$ cat src/rtl/pipe_hazard_ctrl_if.sv
// Decode-side bundle between the pipeline and the hazard controller.
// The pipeline drives the master side and the controller takes the slave side.
interface pipe_hazard_ctrl_if #(
  parameter int unsigned ADDR_W = 3,
  parameter int unsigned CNT_W  = 16
);
  logic              valid_i;
  logic [ADDR_W-1:0] RSaddr_i;
  logic [ADDR_W-1:0] RTaddr_i;
  logic              RSuse_i;
  logic              RTuse_i;
  logic [ADDR_W-1:0] RDaddr_i;
  logic              RegWrite_i;
  logic              PCsrc_i;
  logic              Jump_i;
  logic              PCWrite_o;
  logic              IFIDWrite_o;
  logic              IFIDFlush_o;
  logic              IDEXBubble_o;
  logic [1:0]        state_o;
  logic [CNT_W-1:0]  stall_cnt_o;
  logic [CNT_W-1:0]  flush_cnt_o;

  modport master (
    output valid_i, RSaddr_i, RTaddr_i, RSuse_i, RTuse_i, RDaddr_i, RegWrite_i, PCsrc_i, Jump_i,
    input  PCWrite_o, IFIDWrite_o, IFIDFlush_o, IDEXBubble_o, state_o, stall_cnt_o, flush_cnt_o
  );

  modport slave (
    input  valid_i, RSaddr_i, RTaddr_i, RSuse_i, RTuse_i, RDaddr_i, RegWrite_i, PCsrc_i, Jump_i,
    output PCWrite_o, IFIDWrite_o, IFIDFlush_o, IDEXBubble_o, state_o, stall_cnt_o, flush_cnt_o
  );
endinterface

$ cat src/rtl/pipe_hazard_ctrl.sv
// Scoreboard stall/flush sequencer for the 5-stage pipeline.
// Define HZ_PERF_EN to build the stall/redirect performance counters.
module pipe_hazard_ctrl #(
  parameter int unsigned ADDR_W  = 3,
  parameter int unsigned WB_DIST = 2,
  parameter int unsigned CNT_W   = 16
) (
  input  logic              clk_i,
  input  logic              rst_i,
  pipe_hazard_ctrl_if.slave bus
);

  localparam int unsigned NReg   = 2 ** ADDR_W;
  localparam int unsigned SbW    = $clog2(WB_DIST + 1);
  localparam logic [SbW-1:0] SbLoad = SbW'(WB_DIST);

  typedef enum logic [1:0] {
    StRun   = 2'd0,
    StStall = 2'd1,
    StFlush = 2'd2
  } state_e;

  state_e         state_q, state_d;
  logic [SbW-1:0] cnt_q [NReg];
  logic [SbW-1:0] cnt_d [NReg];

  logic rs_pend, rt_pend, hazard, redirect, issue, record;

  always_comb begin
    rs_pend  = bus.RSuse_i && (bus.RSaddr_i != '0) && (cnt_q[bus.RSaddr_i] != '0);
    rt_pend  = bus.RTuse_i && (bus.RTaddr_i != '0) && (cnt_q[bus.RTaddr_i] != '0);
    hazard   = bus.valid_i & (rs_pend | rt_pend);
    redirect = bus.PCsrc_i | bus.Jump_i;
    issue    = bus.valid_i & ~hazard & ~redirect;
    record   = issue & bus.RegWrite_i & (bus.RDaddr_i != '0);
  end

  // A fresh load overrides the decrement; R0 is never tracked.
  always_comb begin
    for (int unsigned r = 0; r < NReg; r++) begin
      cnt_d[r] = (cnt_q[r] != '0) ? cnt_q[r] - SbW'(1) : '0;
      if (record && (bus.RDaddr_i == ADDR_W'(r))) begin
        cnt_d[r] = SbLoad;
      end
    end
    cnt_d[0] = '0;
  end

  always_comb begin
    if (redirect) begin
      state_d = StFlush;
    end else if (hazard) begin
      state_d = StStall;
    end else begin
      state_d = StRun;
    end
  end

  always_ff @(posedge clk_i or negedge rst_i) begin
    if (!rst_i) begin
      state_q <= StRun;
      for (int unsigned r = 0; r < NReg; r++) begin
        cnt_q[r] <= '0;
      end
    end else begin
      state_q <= state_d;
      for (int unsigned r = 0; r < NReg; r++) begin
        cnt_q[r] <= cnt_d[r];
      end
    end
  end

  // Reset forces the pipeline to hold the PC and feed NOPs.
  always_comb begin
    if (!rst_i) begin
      bus.PCWrite_o    = 1'b0;
      bus.IFIDWrite_o  = 1'b0;
      bus.IFIDFlush_o  = 1'b1;
      bus.IDEXBubble_o = 1'b1;
    end else if (redirect) begin
      bus.PCWrite_o    = 1'b1;
      bus.IFIDWrite_o  = 1'b1;
      bus.IFIDFlush_o  = 1'b1;
      bus.IDEXBubble_o = 1'b1;
    end else if (hazard) begin
      bus.PCWrite_o    = 1'b0;
      bus.IFIDWrite_o  = 1'b0;
      bus.IFIDFlush_o  = 1'b0;
      bus.IDEXBubble_o = 1'b1;
    end else begin
      bus.PCWrite_o    = 1'b1;
      bus.IFIDWrite_o  = 1'b1;
      bus.IFIDFlush_o  = 1'b0;
      bus.IDEXBubble_o = 1'b0;
    end
  end

  assign bus.state_o = state_q;

`ifdef HZ_PERF_EN
  localparam logic [CNT_W-1:0] CntMax = {CNT_W{1'b1}};

  logic [CNT_W-1:0] stall_cnt_q, stall_cnt_d;
  logic [CNT_W-1:0] flush_cnt_q, flush_cnt_d;

  always_comb begin
    stall_cnt_d = stall_cnt_q;
    flush_cnt_d = flush_cnt_q;
    if (hazard && !redirect && (stall_cnt_q != CntMax)) begin
      stall_cnt_d = stall_cnt_q + CNT_W'(1);
    end
    if (redirect && (flush_cnt_q != CntMax)) begin
      flush_cnt_d = flush_cnt_q + CNT_W'(1);
    end
  end

  always_ff @(posedge clk_i or negedge rst_i) begin
    if (!rst_i) begin
      stall_cnt_q <= '0;
      flush_cnt_q <= '0;
    end else begin
      stall_cnt_q <= stall_cnt_d;
      flush_cnt_q <= flush_cnt_d;
    end
  end

  assign bus.stall_cnt_o = stall_cnt_q;
  assign bus.flush_cnt_o = flush_cnt_q;
`else
  assign bus.stall_cnt_o = {CNT_W{1'b0}};
  assign bus.flush_cnt_o = {CNT_W{1'b0}};
`endif

endmodule

$ cat src/flat_wrapper.sv
// flat-port wrapper written by rule: the top's interface ports become plain ports
module pipe_hazard_ctrl_flat 
#(
  parameter int unsigned ADDR_W  = 3,
  parameter int unsigned WB_DIST = 2,
  parameter int unsigned CNT_W   = 16
)
  (clk_i, rst_i, bus_valid_i, bus_RSaddr_i, bus_RTaddr_i, bus_RSuse_i, bus_RTuse_i, bus_RDaddr_i, bus_RegWrite_i, bus_PCsrc_i, bus_Jump_i, bus_PCWrite_o, bus_IFIDWrite_o, bus_IFIDFlush_o, bus_IDEXBubble_o, bus_state_o, bus_stall_cnt_o, bus_flush_cnt_o);
  pipe_hazard_ctrl_if #(.ADDR_W(ADDR_W), .CNT_W(CNT_W)) bus_i ();
  input  logic clk_i;
  input  logic rst_i;
  input wire logic [$bits(bus_i.valid_i)-1:0] bus_valid_i;
  input wire logic [$bits(bus_i.RSaddr_i)-1:0] bus_RSaddr_i;
  input wire logic [$bits(bus_i.RTaddr_i)-1:0] bus_RTaddr_i;
  input wire logic [$bits(bus_i.RSuse_i)-1:0] bus_RSuse_i;
  input wire logic [$bits(bus_i.RTuse_i)-1:0] bus_RTuse_i;
  input wire logic [$bits(bus_i.RDaddr_i)-1:0] bus_RDaddr_i;
  input wire logic [$bits(bus_i.RegWrite_i)-1:0] bus_RegWrite_i;
  input wire logic [$bits(bus_i.PCsrc_i)-1:0] bus_PCsrc_i;
  input wire logic [$bits(bus_i.Jump_i)-1:0] bus_Jump_i;
  output wire logic [$bits(bus_i.PCWrite_o)-1:0] bus_PCWrite_o;
  output wire logic [$bits(bus_i.IFIDWrite_o)-1:0] bus_IFIDWrite_o;
  output wire logic [$bits(bus_i.IFIDFlush_o)-1:0] bus_IFIDFlush_o;
  output wire logic [$bits(bus_i.IDEXBubble_o)-1:0] bus_IDEXBubble_o;
  output wire logic [$bits(bus_i.state_o)-1:0] bus_state_o;
  output wire logic [$bits(bus_i.stall_cnt_o)-1:0] bus_stall_cnt_o;
  output wire logic [$bits(bus_i.flush_cnt_o)-1:0] bus_flush_cnt_o;
  assign bus_i.valid_i = bus_valid_i;
  assign bus_i.RSaddr_i = bus_RSaddr_i;
  assign bus_i.RTaddr_i = bus_RTaddr_i;
  assign bus_i.RSuse_i = bus_RSuse_i;
  assign bus_i.RTuse_i = bus_RTuse_i;
  assign bus_i.RDaddr_i = bus_RDaddr_i;
  assign bus_i.RegWrite_i = bus_RegWrite_i;
  assign bus_i.PCsrc_i = bus_PCsrc_i;
  assign bus_i.Jump_i = bus_Jump_i;
  assign bus_PCWrite_o = bus_i.PCWrite_o;
  assign bus_IFIDWrite_o = bus_i.IFIDWrite_o;
  assign bus_IFIDFlush_o = bus_i.IFIDFlush_o;
  assign bus_IDEXBubble_o = bus_i.IDEXBubble_o;
  assign bus_state_o = bus_i.state_o;
  assign bus_stall_cnt_o = bus_i.stall_cnt_o;
  assign bus_flush_cnt_o = bus_i.flush_cnt_o;
  pipe_hazard_ctrl #(.ADDR_W(ADDR_W), .WB_DIST(WB_DIST), .CNT_W(CNT_W)) u_core (.clk_i(clk_i), .rst_i(rst_i), .bus(bus_i));
endmodule
$ cat config.mk
export PLATFORM = sky130hd
export DESIGN_NAME = pipe_hazard_ctrl_flat
export DESIGN_NICKNAME = d
export VERILOG_FILES = /design/src/rtl/pipe_hazard_ctrl_if.sv /design/src/rtl/pipe_hazard_ctrl.sv /design/src/flat_wrapper.sv
export SDC_FILE = /design/constraint.sdc
export NUM_CORES = 1
export LEC_CHECK = 0
export ABC_AREA = 0
export CAP_MARGIN = 20
export CORE_ASPECT_RATIO = 1.75
export CORE_UTILIZATION = 41
export CTS_BUF_LIST = sky130_fd_sc_hd__clkbuf_8
export DETAILED_ROUTE_END_ITERATION = 10
export PLACE_DENSITY = 0.88
export SETUP_SLACK_MARGIN = 0.3
export SKIP_CTS_REPAIR_TIMING = 1
export SLEW_MARGIN = 20
export SYNTH_ARGS = -nofsm -noshare
export SYNTH_HDL_FRONTEND = slang
export SYNTH_SLANG_ARGS = --single-unit
export TNS_END_PERCENT = 20
$ cat constraint.sdc
create_clock -name clk_i -period 2.9 [get_ports clk_i]
set_input_delay 0.725 -clock clk_i [delete_from_list [all_inputs] [get_ports clk_i]]
set_output_delay 0.725 -clock clk_i [all_outputs]
set_load 0.005 [all_outputs]
### Word-level counts from Yosys, hierarchy flattened

Cells that the tools add are included.

| storage, ports and cells | value |
|---|---|
| flip-flop bits (word level) | 16 |
| latch bits | 0 |
| bits in writable memories | 0 |
| bits in read-only memories | 0 |
| input port bits | 17 |
| output and inout bits | 38 |
| word-level logic and storage cells | 88 |
| memories | 0 |

| cells by class | value |
|---|---|
| add/subtract/negate cells | 7 |
| multiply operators | 0 |
| div/mod/pow operators | 0 |
| magnitude comparators | 2 |
| eq/ne operators | 7 |
| shift-type cells | 0 |
| mux-type cells | 30 |
| bitwise logic cells | 11 |
| reductions and logical operators | 23 |

Operators with widths:

| kind | number |
|---|---|
| $mux 2 | 19 |
| $reduce_bool 2->1 | 9 |
| $sub 2x1->2 const B | 7 |
| $bmux 2 s3 | 2 |
| $eq 3x3->1 const B | 4 |
| $logic_and 1x1->1 | 11 |
| $mux 1 | 9 |
| $reduce_bool 3->1 | 3 |
| $ge 4x4->1 const B | 2 |
| $not 3->4 | 2 |
| $eq 3x2->1 const B | 2 |
| $and 1x1->1 | 5 |
| $eq 3x1->1 const B | 1 |
| $not 1->1 | 2 |
| $or 1x1->1 | 2 |

### Depth between registers and ports, before layout

Gate-level depths: netlist of run 1.

| logic depth | value |
|---|---|
| word-level depth | 15 |
| gate-level depth with buffers | 7 |
| mapped depth without buffers | 5 |

### Worst setup path before layout of run 1

OpenSTA, ideal clock, no wires.

| path | value |
|---|---|
| path type | input to output |
| start point | input port bus_RTaddr_i[0] |
| end point | output port bus_PCWrite_o |
| arrival time | 2,064 ps |
| required time | 2,175 ps |
| setup slack | 111 ps |
| stages on the path | 7 |
| path buffers | 2 |
| cells stage by stage | inv_1 -> mux4_2 -> nand2_1 -> a32oi_4 -> buf_6 -> o21a_1 -> buf_4 |

| on the way | value |
|---|---|
| cells in the longest elaborated chain, start to end | 11 |
| elaborated cells between the ends (all ways) | 13 |
| classes of those cells | 6 x mux; 3 x bitwise; 4 x reduce/logical |

Ends and longest elaborated chain:

| item | line | text |
|---|---|---|
| from (decl) | flat_wrapper.sv:14 | `input wire logic [$bits(bus_i.RTaddr_i)-1:0] bus_RTaddr_i;` |
| $not 3->4 (not written as such) | pipe_hazard_ctrl.sv:31 | `rt_pend = bus.RTuse_i && (bus.RTaddr_i != '0) && (cnt_q[bus.RTaddr_i] != '0);` |
| $bmux 2 s3 | pipe_hazard_ctrl.sv:31 |  |
| $mux 2 (not written as such) (2 in a row) | pipe_hazard_ctrl.sv:31 |  |
| $reduce_bool 2->1 | pipe_hazard_ctrl.sv:31 |  |
| $logic_and 1x1->1 * | pipe_hazard_ctrl.sv:31 |  |
| $or 1x1->1 * | pipe_hazard_ctrl.sv:32 | `hazard = bus.valid_i & (rs_pend \| rt_pend);` |
| $and 1x1->1 * | pipe_hazard_ctrl.sv:32 |  |
| $mux 1 * (3 in a row) | n/a |  |
| to (decl) | flat_wrapper.sv:21 | `output wire logic [$bits(bus_i.PCWrite_o)-1:0] bus_PCWrite_o;` |

Mark *: on every way between the ends. The rest lies on a longest branch, timed or not. The select of a mux whose other input is x is not followed.

### Final worst setup path of run 1

| path | value |
|---|---|
| start point | input port bus_RTaddr_i[0] |
| end point | output port bus_PCWrite_o |

| on the way | value |
|---|---|
| cells in the longest elaborated chain, start to end | 11 |
| elaborated cells between the ends (all ways) | 13 |
| classes of those cells | 6 x mux; 3 x bitwise; 4 x reduce/logical |

Ends and longest elaborated chain:

| item | line | text |
|---|---|---|
| $not 3->4 (not written as such) | pipe_hazard_ctrl.sv:31 |  |
| $bmux 2 s3 | pipe_hazard_ctrl.sv:31 |  |
| $mux 2 (not written as such) (2 in a row) | pipe_hazard_ctrl.sv:31 |  |
| $reduce_bool 2->1 | pipe_hazard_ctrl.sv:31 |  |
| $logic_and 1x1->1 * | pipe_hazard_ctrl.sv:31 |  |
| $or 1x1->1 * | pipe_hazard_ctrl.sv:32 |  |
| $and 1x1->1 * | pipe_hazard_ctrl.sv:32 |  |
| $mux 1 * | pipe_hazard_ctrl.sv:85 | `end else if (hazard) begin` |
| $mux 1 * | pipe_hazard_ctrl.sv:80 | `end else if (redirect) begin` |
| $mux 1 * | pipe_hazard_ctrl.sv:75 | `if (!rst_i) begin` |

Marks and branches as above.

==> results of run 1 <==
## logic make-up (layout without fill, tap and decap cells)
group,count (synthesis),after routing
other,1,32
DFF,16,16
and+or+nand+nor,33,33
buffers and inverters,37,36
muxes,2,2
AOI/OAI and AO/OA,23,23
## power groups by stage
stage,Sequential [µW],Combinational [µW],Clock (µW)
6_report,226,82.2,190
3_3_place_gp,230,78.8,0
5_1_grt,226,90.1,205
3_5_place_dp,230,80.6,0
2_1_floorplan,230,66.6,0
4_1_cts,226,81.0,193
## worst max-delay path: cells and delay by family
kind	cells	cell delay (ps)
buffers and inverters	3	260
and+or+nand+nor	1	100
AOI/OAI and AO/OA	2	340
muxes	1	490
## sequential cells by signal, summed over array words and instances, names as in the netlist
register	cells
u_core.cnt_q	14
u_core.bus.state_o	2
## synthesized netlist by cell type
library cell  instances
buf_4                33
dfrtp_1              16
nand2b_1             11
a21oi_1               7
a22o_1                7
nor2_1                7
nand2_1               6
nor3_1                6
inv_1                 3
mux4_2                2
a31oi_1               1
a32oi_4               1
and3_1                1
buf_6                 1
conb_1                1
nor4_1                1
o211ai_1              1
o21a_1                1
o21ai_0               1
o21bai_1              1
o22ai_1               1
o311ai_0              1
o31a_1                1
or2_0                 1
## final timing paths
kind / start / endpoint / slack, ps
max in group asynchronous: rst_i / u_core.cnt_q[8] / 1840
min in group asynchronous: rst_i / u_core.cnt_q[6] / 890
setup / recovery: bus_RTaddr_i[0] / bus_PCWrite_o / 260
hold reg to reg: u_core.cnt_q[6] / u_core.cnt_q[7] / 520
hold / removal: u_core.cnt_q[6] / u_core.cnt_q[7] / 520
setup reg to reg: u_core.cnt_q[9] / u_core.cnt_q[1] / 1080
## metal layers
metal  track usage (%)  wire length (µm)
met2              25.4              1080
met5                 0                 0
met1              16.5               694
met3              2.88               165
met4              6.67                37
## area by class of cell
| cell class | instances | area, µm² |
|---|---|---|
| inverter | 3 | 23.8 |
| tap | 26 | 32.5 |
| timing repair buffer | 29 | 280 |
| clock buffer | 4 | 55.1 |
| fill | 232 | 1170 |
| sequential | 16 | 400 |
| multi-input combinational | 90 | 534 |
## through the flow
step	TNS [ps]	util, %	worst slack [ps]
final	0	53.2	257
after global routing	0	53.2	211
after CTS	-1980	51.6	-672
after detailed placement	-1960	49.3	-669
after global placement	-1800	49.3	-609
after floorplan	0	-	232
==> flow_summary.ini, run 1 <==
[synthesis]
synth_top_area_share_pct = 37.5
synthTopCellsByArea = dfrtp_1 38%, buf_4 23%, nand2b_1 6.4%
yosysSeqAreaShare_pct = 37.5
synth_top_family_by_area = buffers and inverters
synth_seq_cells = 16
synth_xor_area_share_pct = 0
postSynthCellCount = 112
synth_fa_ha_area_share_pct = 0
synth_cell_type_count = 24
syn_area_per_cell_um2 = 9.53
yosysWarnings = 0
muxShareOfSynthArea_pct = 4.22
synth_compound_area_share_pct = 17.0
synth-simple-area-share_pct = 15.6
synth_area_mm2 = 0.00107
synth_area_leader_cell = dfrtp_1

[global_route]
grt_pass1_vias = 714
grt_max_degree = 17
grt-ovfl-total = 0
track_usage_pct = 15.0
grt_first_pass_wirelength_mm = 2.92
antenna_found_initial = 0

[cells_and_area]
final_cell_mix = 32 x conb_1, 16 x dfrtp_1, 13 x clkdlybuf4s50_1
antenna_cells = 0
layout_commonest_cell = conb_1
stdcell_count = 168
area_growth_pct = 24.3
drive_gt1_share_pct = 16.9
final_cell_area_mm2 = 0.00133
nets = 160

[pwr]
p_sw_uw = 113
p_total_uw = 499
ir_worst_vdd_v = 0.000282
p_int_uw = 385
p_clk_share_pct = 38.1
cellPowerDensity_mw_per_mm2 = 376
p_seq_share_pct = 45.4
p_leak_uw = 0.000646
switching_share_pct = 22.7
combPwrFrac_pct = 16.5

[sta]
clock-skew-final_ps = 0.765
layout_worst_path_cycle_share_pct = 91.1
setup_viol = 0
hold_ws_ps = 522
hold_violations = 0
slew_violations = 0
fin_crit_ps = 2640
rsz0062_at_grt = true
fmax_mhz = 378

[route]
drc_errors = 0
drtIter0Drc = 9
ant_nets = 0
wire_per_inst_um = 11.8
drt-pass1-iter-count = 2
num_vias = 787
vias_per_cell = 4.68
wl_mm = 1.98

[clocking]
cts_made_buffers = 3
clk_root_buffer_cell = clkbuf_8
htreeDepth = 1
clkSlewWorstSetupHoldPaths_ps = 60
cts.sinks = 16
cts.path.max_buffers = 2
cts_tree = yes
clkLatencyLatePin_ps = 240

[setup_path]
max_stage_delay_ps = 490
crit_type = input port to primary output
reg2reg_depth = 6
cp-start-kind = input port
critical_path_arrival_ps = 1920
cp_max_fo = 3
cp_data_required_time_ps = 2170
critical_path.endpoint_type = primary output
cp_cell_sequence = buf_12 > inv_12 > mux4_2 > nand2_2 > a32oi_4 > o21a_1 > clkbuf_2
crit_slowest_cell = mux4_2

[floorplanning]
core_area_mm2 = 0.00249
rows = 24
die_h_um = 69.5
die_w_um = 40.6
ioPinCount = 55
die_area_mm2 = 0.00282
start_util_pct = 42.8

[flow_run]
drv_cap = 0

[place]
io_buffer_count = 22
place_hpwl_mm = 1.62
placed_cells = 162
placed_area_mm2 = 0.00123
gp_congestion = 0.821

[worst_hold_path]
min_path_cells = 1
hold_class = register to register

[status]
status = complete, no violations
Note: power is estimated with default switching activity, not from simulation.
==> run 2: changes to the inputs <==
--- a/config.mk
+++ b/config.mk
@@ -7,13 +7,15 @@
 export LEC_CHECK = 0
 export ABC_AREA = 0
 export CAP_MARGIN = 20
+export CELL_PAD_IN_SITES_DETAIL_PLACEMENT = 1
+export CELL_PAD_IN_SITES_GLOBAL_PLACEMENT = 1
 export CORE_ASPECT_RATIO = 1.75
-export CORE_UTILIZATION = 41
+export CORE_UTILIZATION = 46
 export CTS_BUF_LIST = sky130_fd_sc_hd__clkbuf_8
 export DETAILED_ROUTE_END_ITERATION = 10
-export PLACE_DENSITY = 0.88
+export DONT_BUFFER_PORTS = 1
+export PLACE_DENSITY = 0.86
 export SETUP_SLACK_MARGIN = 0.3
-export SKIP_CTS_REPAIR_TIMING = 1
 export SLEW_MARGIN = 20
 export SYNTH_ARGS = -nofsm -noshare
 export SYNTH_HDL_FRONTEND = slang
==> flow_summary.ini, run 2 (synthesized netlist as in run 1, its figures left out) <==
[setup_path]
critical_path.top_delay_family = compound AO/OA/AOI/OAI gates
max_stage_delay_ps = 370
critical_path_arrival_ps = 1810
crit_slowest_cell = dfrtp_1
cp_data_required_time_ps = 2170
cp_max_fo = 5
crit_type = register to primary output
critical_path.endpoint_type = primary output
cp-start-kind = register
cp_cell_sequence = or2_1 > and3_1 > o31a_1 > a32oi_4 > o21a_1
crit_buf_inv = 0

[pwr]
p_sw_uw = 102
combPwrFrac_pct = 8.9
ir_worst_vdd_v = 0.000285
cellPowerDensity_mw_per_mm2 = 437
p_clk_share_pct = 42.0
p_leak_uw = 0.000499
p_int_uw = 359
p_seq_share_pct = 49.1
switching_share_pct = 22.1

[sta]
setup_viol = 0
fmax_mhz = 394
fin_tns_setup_ps = 0
layout_worst_path_cycle_share_pct = 87.6
slew_violations = 0
hold_ws_ps = 169
rsz0062_at_grt = false
fin_crit_ps = 2540
clock-skew-final_ps = 1.56
hold_violations = 0

[status]
status = complete, no violations

[floorplanning]
start_util_pct = 49.7
die_w_um = 38.4
die_area_mm2 = 0.00252
ioPinCount = 55
rows = 22
die_h_um = 65.7
core_area_mm2 = 0.00215

[cells_and_area]
area_growth_pct = -1.17
fin_util_pct = 49.1
largest_reg_flops = 14
drive_gt1_share_pct = 11.1
stdcell_count = 141
top_register = u_core.cnt_q
layout_commonest_cell = conb_1
final_cell_area_mm2 = 0.00105
antenna_cells = 0
final_cell_mix = 32 x conb_1, 16 x dfrtp_1, 11 x nand2b_1
nets = 135

[global_route]
grt_pass1_vias = 768
grt-ovfl-total = 0
grt_max_degree = 19
grt_first_pass_wirelength_mm = 3.42
track_usage_pct = 18.9
antenna_found_initial = 0

[route]
num_vias = 710
drtIter0Drc = 10
wire_per_inst_um = 14.7
vias_per_cell = 5.04
drc_errors = 0
wl_mm = 2.07
ant_nets = 0
drt-pass1-iter-count = 4

[place]
placed_cells = 133
place_hpwl_mm = 1.59
gp_congestion = 0.715
placed_area_um2 = 970
io_buffer_count = 0

[flow_run]
drv_cap = 0

[clocking]
cts_tree = yes
clkSlewWorstSetupHoldPaths_ps = 60
clkLatencyLatePin_ps = 240
clk_root_buffer_cell = clkbuf_8
cts_made_buffers = 3
ctsHoldBuffers = 0
cts.path.max_buffers = 2
htreeDepth = 1
cts.sinks = 16

[worst_hold_path]
hold_class = input port to async pin
run 2: through the flow:
stage                     setup WS, ps  total power, µW
after floorplan                    232              297
after global placement             331              266
after detailed placement           303              267
after CTS                          312              467
after global routing               304              482
final                              361              461
run 2: final timing paths:
path                                   from               end  slack (ps)  cells after the start
setup / recovery            u_core.cnt_q[9]     bus_PCWrite_o         360                      5
hold / removal                        rst_i  u_core.cnt_q[13]         170                      0
setup reg to reg            u_core.cnt_q[9]  u_core.cnt_q[11]        1060                      6
hold reg to reg            u_core.cnt_q[12]  u_core.cnt_q[13]         530                      1
max in group asynchronous             rst_i   u_core.cnt_q[9]        2660                      0
min in group clk_i         u_core.cnt_q[12]  u_core.cnt_q[13]         530                      1
run 2: routing by layer:
layer | GRT usage (%) | part of all wire (%) | up-vias
met5 | 0 | 0 | -
met3 | 3.38 | 9.0 | 2
met2 | 33.3 | 56 | 37
met4 | 9.48 | 1.0 | 0
met1 | 20.4 | 34 | 341
li1 | - | - | 330
run 2: power groups by stage:
stage                     clock network, µW  registers, µW  logic, µW
final                                   194            226       41.3
after floorplan                           0            230       66.6
after CTS                               201            226       40.4
after global routing                    208            227       46.9
after detailed placement                  0            231       36.7
after global placement                    0            231       35.5
run 2: repair_timing:
action,in CTS,in global routing
pin swaps,5,2
gates resized for setup,1,0
endpoints found under the setup margin,3,2
hold endpoints to repair,0,0
setup buffers,4,0
run 2: layout make-up:
type,count,area (µm²)
flip-flops and latches,16,400
repair buffers,4,30.0
inverters,3,23.8
fillers,271,1090
multi-input cells,90,515
clock buffers,4,55.1
well taps,24,30.0
==> run 3: changes to the inputs <==
--- a/config.mk
+++ b/config.mk
@@ -6,6 +6,7 @@
 export NUM_CORES = 1
 export LEC_CHECK = 0
 export ABC_AREA = 0
+export ABC_CLOCK_PERIOD_IN_PS = 2900
 export CAP_MARGIN = 20
 export CELL_PAD_IN_SITES_DETAIL_PLACEMENT = 1
 export CELL_PAD_IN_SITES_GLOBAL_PLACEMENT = 1
==> results of run 3 <==
Final layout, timing and power as in run 2 (identical DEF).
